[config.mk]
export PLATFORM = sky130hd
export DESIGN_NAME = hornet_com_rx
export DESIGN_NICKNAME = d
export VERILOG_FILES = /design/src/rtl/hornet_com_rx.sv
export SDC_FILE = /design/constraint.sdc
export NUM_CORES = 1
export LEC_CHECK = 0
export ABC_AREA = 1
export CORE_MARGIN = 3
export CORE_UTILIZATION = 55
export CTS_CLUSTER_SIZE = 8
export DETAILED_ROUTE_END_ITERATION = 12
export GPL_TIMING_DRIVEN = 0
export PLACE_DENSITY = 0.86
export SYNTH_ARGS = -nofsm -noshare
export SYNTH_HDL_FRONTEND = slang
export SYNTH_SLANG_ARGS = --single-unit
[constraint.sdc]
create_clock -name clk -period 4.2 [get_ports clk]
set_clock_uncertainty 0.2 [all_clocks]
set_input_delay 0.42 -clock clk [delete_from_list [all_inputs] [get_ports clk]]
set_output_delay 0.42 -clock clk [all_outputs]
set_load 0.005 [all_outputs]
[src/rtl/hornet_com_rx.sv]
// hornet_com_rx: receive end of the hornet inter-node link.
// Four neighbour lanes (n/s/w/e), each with a req synchronizer, a 4-phase
// capture FSM and a one-word buffer. A round-robin read port drains them.

// Per-direction lane: synchronizer, capture FSM, one-word buffer.
module hornet_com_rx_lane #(
  parameter int W    = 18,
  parameter int SYNC = 2
) (
  input  logic         clk,
  input  logic         reset_n,
  input  logic [W-1:0] dat,
  input  logic         req,
  input  logic         clr,
  output logic         ack,
  output logic         full,
  output logic [W-1:0] word
);
  typedef enum logic {ST_IDLE, ST_ACK} state_e;

  state_e         state_q, state_d;
  logic           full_q, full_d;
  logic [W-1:0]   word_q, word_d;
  logic           rq;

  generate
    if (SYNC == 0) begin : g_nosync
      assign rq = req;
    end else begin : g_sync
      logic [SYNC-1:0] sync_q, sync_d;
      // Shift the raw req through SYNC flops; rq is the oldest stage.
      always_comb sync_d = (sync_q << 1) | SYNC'(req);
      // Synchronizer register.
      always_ff @(posedge clk or negedge reset_n)
        if (!reset_n) sync_q <= '0;
        else          sync_q <= sync_d;
      assign rq = sync_q[SYNC-1];
    end
  endgenerate

  // Capture FSM. Clear only hits a full buffer, and capture only an empty
  // one, so the two never meet on the same edge.
  always_comb begin
    state_d = state_q;
    full_d  = full_q;
    word_d  = word_q;
    if (clr) full_d = 1'b0;
    case (state_q)
      ST_IDLE: if (rq && !full_q) begin
        word_d  = dat;
        full_d  = 1'b1;
        state_d = ST_ACK;
      end
      ST_ACK:  if (!rq) state_d = ST_IDLE;
      default: state_d = ST_IDLE;
    endcase
  end

  // Lane state registers.
  always_ff @(posedge clk or negedge reset_n)
    if (!reset_n) begin
      state_q <= ST_IDLE;
      full_q  <= 1'b0;
      word_q  <= '0;
    end else begin
      state_q <= state_d;
      full_q  <= full_d;
      word_q  <= word_d;
    end

  assign ack  = (state_q == ST_ACK);
  assign full = full_q;
  assign word = word_q;
endmodule

module hornet_com_rx #(
  parameter int W    = 18,
  parameter int SYNC = 2
) (
  input  logic         clk,
  input  logic         reset_n,
  input  logic [W-1:0] t_com_n_dat,
  input  logic         t_com_n_req,
  output logic         t_com_n_ack,
  input  logic [W-1:0] t_com_s_dat,
  input  logic         t_com_s_req,
  output logic         t_com_s_ack,
  input  logic [W-1:0] t_com_w_dat,
  input  logic         t_com_w_req,
  output logic         t_com_w_ack,
  input  logic [W-1:0] t_com_e_dat,
  input  logic         t_com_e_req,
  output logic         t_com_e_ack,
  input  logic         rd_req,
  input  logic [3:0]   rd_sel,
  output logic         rd_vld,
  output logic [W-1:0] rd_dat,
  output logic [3:0]   rd_src,
  output logic [3:0]   full
);
  localparam int NUM_LANES = 4;

  logic [NUM_LANES-1:0][W-1:0] lane_dat, lane_word;
  logic [NUM_LANES-1:0]        lane_req, lane_ack, lane_full, lane_clr;

  // Lane index 0..3 = n, s, w, e.
  assign lane_dat = {t_com_e_dat, t_com_w_dat, t_com_s_dat, t_com_n_dat};
  assign lane_req = {t_com_e_req, t_com_w_req, t_com_s_req, t_com_n_req};
  assign {t_com_e_ack, t_com_w_ack, t_com_s_ack, t_com_n_ack} = lane_ack;

  generate
    for (genvar i = 0; i < NUM_LANES; i++) begin : g_lane
      hornet_com_rx_lane #(.W(W), .SYNC(SYNC)) u_lane (
        .clk     (clk),
        .reset_n (reset_n),
        .dat     (lane_dat[i]),
        .req     (lane_req[i]),
        .clr     (lane_clr[i]),
        .ack     (lane_ack[i]),
        .full    (lane_full[i]),
        .word    (lane_word[i])
      );
    end
  endgenerate

  logic [1:0]   rr_q, rr_d, gnt_idx;
  logic         gnt_any, fire;
  logic [3:0]   cand;
  logic         rd_vld_q, rd_vld_d;
  logic [W-1:0] rd_dat_q, rd_dat_d;
  logic [3:0]   rd_src_q, rd_src_d;

  // Round-robin pick: first candidate at or after rr, wrapping e->n.
  // No grant in the rd_vld cycle, so the held rd_req cannot double-fire.
  always_comb begin
    cand    = rd_sel & lane_full;
    gnt_any = 1'b0;
    gnt_idx = rr_q;
    for (int i = 0; i < NUM_LANES; i++) begin
      if (!gnt_any && cand[rr_q + 2'(i)]) begin
        gnt_any = 1'b1;
        gnt_idx = rr_q + 2'(i);
      end
    end
    fire     = rd_req && !rd_vld_q && gnt_any;
    rd_vld_d = fire;
    rd_dat_d = fire ? lane_word[gnt_idx] : rd_dat_q;
    rd_src_d = fire ? (4'b0001 << gnt_idx) : rd_src_q;
    rr_d     = fire ? gnt_idx + 2'd1 : rr_q;
    lane_clr = fire ? (4'b0001 << gnt_idx) : 4'b0000;
  end

  // Read-port registers.
  always_ff @(posedge clk or negedge reset_n)
    if (!reset_n) begin
      rr_q     <= 2'd0;
      rd_vld_q <= 1'b0;
      rd_dat_q <= '0;
      rd_src_q <= 4'b0000;
    end else begin
      rr_q     <= rr_d;
      rd_vld_q <= rd_vld_d;
      rd_dat_q <= rd_dat_d;
      rd_src_q <= rd_src_d;
    end

  assign rd_vld = rd_vld_q;
  assign rd_dat = rd_dat_q;
  assign rd_src = rd_src_q;
  assign full   = lane_full;
endmodule

==> flow_summary.yaml <==
setup_path:
  critPathTopFamily: "simple AND/OR/NAND/NOR gates"
  crit_chain: "buf_2 > inv_2 > nand2_1 > nand2_1 > nand2_1 > nand2_2 > nand3_1 > nand2_1 > nand2_1 > nand3_1 > nand2_2 > nor2_4 > nand2_2 > nand2_1 > nand2_1"
  slowest_delay_ns: 0.37
  slowest_stage: "dfrtp_1"
  startpoint: "rr_q[1]"
  end_kind: "flip-flop"
  crit_type: "flip-flop to flip-flop"
  worstSetupStartpointType: "flip-flop"
  arrival_ns: 2.71
  reg2reg_from: "rr_q[1]"
  path_buf_inv: 2
  cp.required_ns: 4.37
  crit_top_cell: "nand2_1"
  crit_fanout: 10
  reg2reg_slack_ns: 1.66
clocking:
  cts_hold_buf: 1
  cts_tree: "done"
  cts_setup_buffers: 0
  cts_buffers: 17
  clock_latency_ns: 0.52
  cts_buffer_depth: 2
  ctsResizeCount: 0
  cts-root-buf: "clkbuf_8"
  h-tree-depth: 4
  cts.clk_slew.worst_paths_ns: 0.06
  clkSinkCount: 113
final_layout:
  syn2layout_area_growth_pct: 36.1
  instances_no_fill: 812
  layout_commonest_cell: "nand2_1"
  multi_input_area_sq_mm: 0.00222
  mostFrequentLayoutCells: "nand2_1, dfrtp_1, clkdlybuf4s50_1"
  fillers: 619
  fin_util_pct: 77.2
  nets: 754
  drive_gt1_share_pct: 21.2
  num_antenna_cells: 0
  seqCellArea_sq_mm: 0.00283
pwr:
  total_power_mw: 6.43
  power_leakage_nw: 3.40
  pwr_density_cell_mw_per_mm2: 897
  ir_drop_v: 0.000478
floorplanning:
  fp.dieH_um: 104
  initial_core_util_pct: 56.7
  die_area_sq_mm: 0.0108
  coreArea_sq_mm: 0.00928
  ios: 114
  die_w_um: 104
  fp-row-count: 35
drt:
  ant_nets: 0
  drt-vias-per-instance: 5.43
  avgRoutedWirePerCell_um: 17.2
  wl_um: 14000
  drtPass1Iterations: 5
  dr.first_iter.drc_count: 229
  drc_errors: 0
  vias: 4413
timing:
  fmax_ghz: 0.394
  period_needed_ns: 2.54
  slew_violations: 0
  worst_pin_slew_ns: 0.721
  setup_viol: 0
  relSlewSlack_pct: 51.9
  grt_setup_unrepaired: "false"
  holdWs_ns: 0.134
  post-route-period-util_pct: 60.4
  hold_violations: 0
flow_run:
  cap_violations: 0
grt:
  track_usage_pct: 26.6
  antenna_found_initial: 0
  grt_pass1_vias: 4621
  grt_pass1_wl_um: 22400
  grt_overflow: 0
  grt_max_degree: 59
synthesis:
  synthCells: 537
  netlist_area_sq_mm: 0.00527
  synth-seq-cells: 113
  yosysWarnings: 0
  ys_seq_area_share_pct: 53.7
  avgSynthCellArea_sq_um: 9.81
  synth_cell_types: 19
  synth_fp_nets: 620
min_path:
  hp-class: "primary input to flip-flop"
  hold_start: "t_com_e_req"
placed_design:
  placedCellCount: 780
  dp_hpwl_um: 9700
  gp_congestion: 0.921
  port_buffers: 113
outcome:
  outcome: "finished, final reports clean"
cells in the mapped netlist:
cell      instances  area share (%)
inv_2             2            0.14
inv_1            11            0.78
nand4_4           3             1.2
nand3_1          75             7.1
buf_4             7             1.0
nand2_2           7            0.83
buf_6             5             1.1
nand2_4           3            0.64
clkinv_1          1           0.071
mux2_2           72              15
clkbuf_1          5            0.36
dfrtp_1         113              54
nor2_1            5            0.36
nand2_1         210              15
buf_2             7            0.67
nand3_2           4            0.76
o21bai_1          1            0.14
nor2_4            2            0.43
a21oi_1           4            0.38
per-layer routing:
| layer | part of all wire (%) | vias up | routed length, um | track usage, % |
|---|---|---|---|---|
| met5 | 0 | - | 0 | 0 |
| met4 | 3.4 | 0 | 470 | 11.8 |
| met3 | 6.4 | 44 | 889 | 6.08 |
| met2 | 52 | 180 | 7320 | 47.2 |
| met1 | 38 | 2158 | 5310 | 30.8 |
| li1 | - | 2031 | - | - |
power by group:
group,switching [mW],internal [mW]
Sequential,0.332,1.60
Clock,0.509,0.873
Combinational,1.78,1.33
Total,2.62,3.81
cell families (layout without fill, tap and decap cells):
group	after synthesis	count (layout)	share of synthesized area (%)
AOI/OAI and AO/OA	5	5	0.523
buffers and inverters	38	184	4.09
DFF	113	113	53.7
muxes	72	72	15.4
and+or+nand+nor	309	309	26.3
cell type report:
class | instances | share of cell area [%]
clock buffers | 19 | 6.16
well taps | 129 | 2.25
clock inverters | 12 | 1.85
repair buffers | 115 | 16.3
multi-input cells | 386 | 31.0
flip-flops and latches | 113 | 39.4
inverters | 14 | 0.733
plain buffers | 24 | 2.27
stage by stage:
step	instance area (sq um)	TNS, ns	setup slack [ns]
floorplan	5270	0	2.18
global placement	6560	-177.35	-1.58
detailed placement	6590	0	1.55
CTS	7170	0	1.73
global route	7170	0	1.41
finish	7170	0	1.66
sequential cells by signal (all words and copies together), names as in the netlist:
signal and cells:
g_lane.u_lane.ack 4, rd_src 4, g_lane.u_lane.g_sync.sync_q 8, rr_q 2, rd_dat 18, rd_vld 1
g_lane.u_lane.word 72, g_lane.u_lane.full 4
worst paths after layout:
kind	to	depth (start not counted)
max in group asynchronous	rd_dat[5]	3
min in group asynchronous	g_lane[1].u_lane.word[16]	2
setup reg to reg	g_lane[1].u_lane.full	15
setup / recovery	g_lane[1].u_lane.full	15
hold reg to reg	g_lane[1].u_lane.g_sync.sync_q[1]	0
hold / removal	g_lane[3].u_lane.g_sync.sync_q[0]	1
Power figures use the tool's default switching activity.
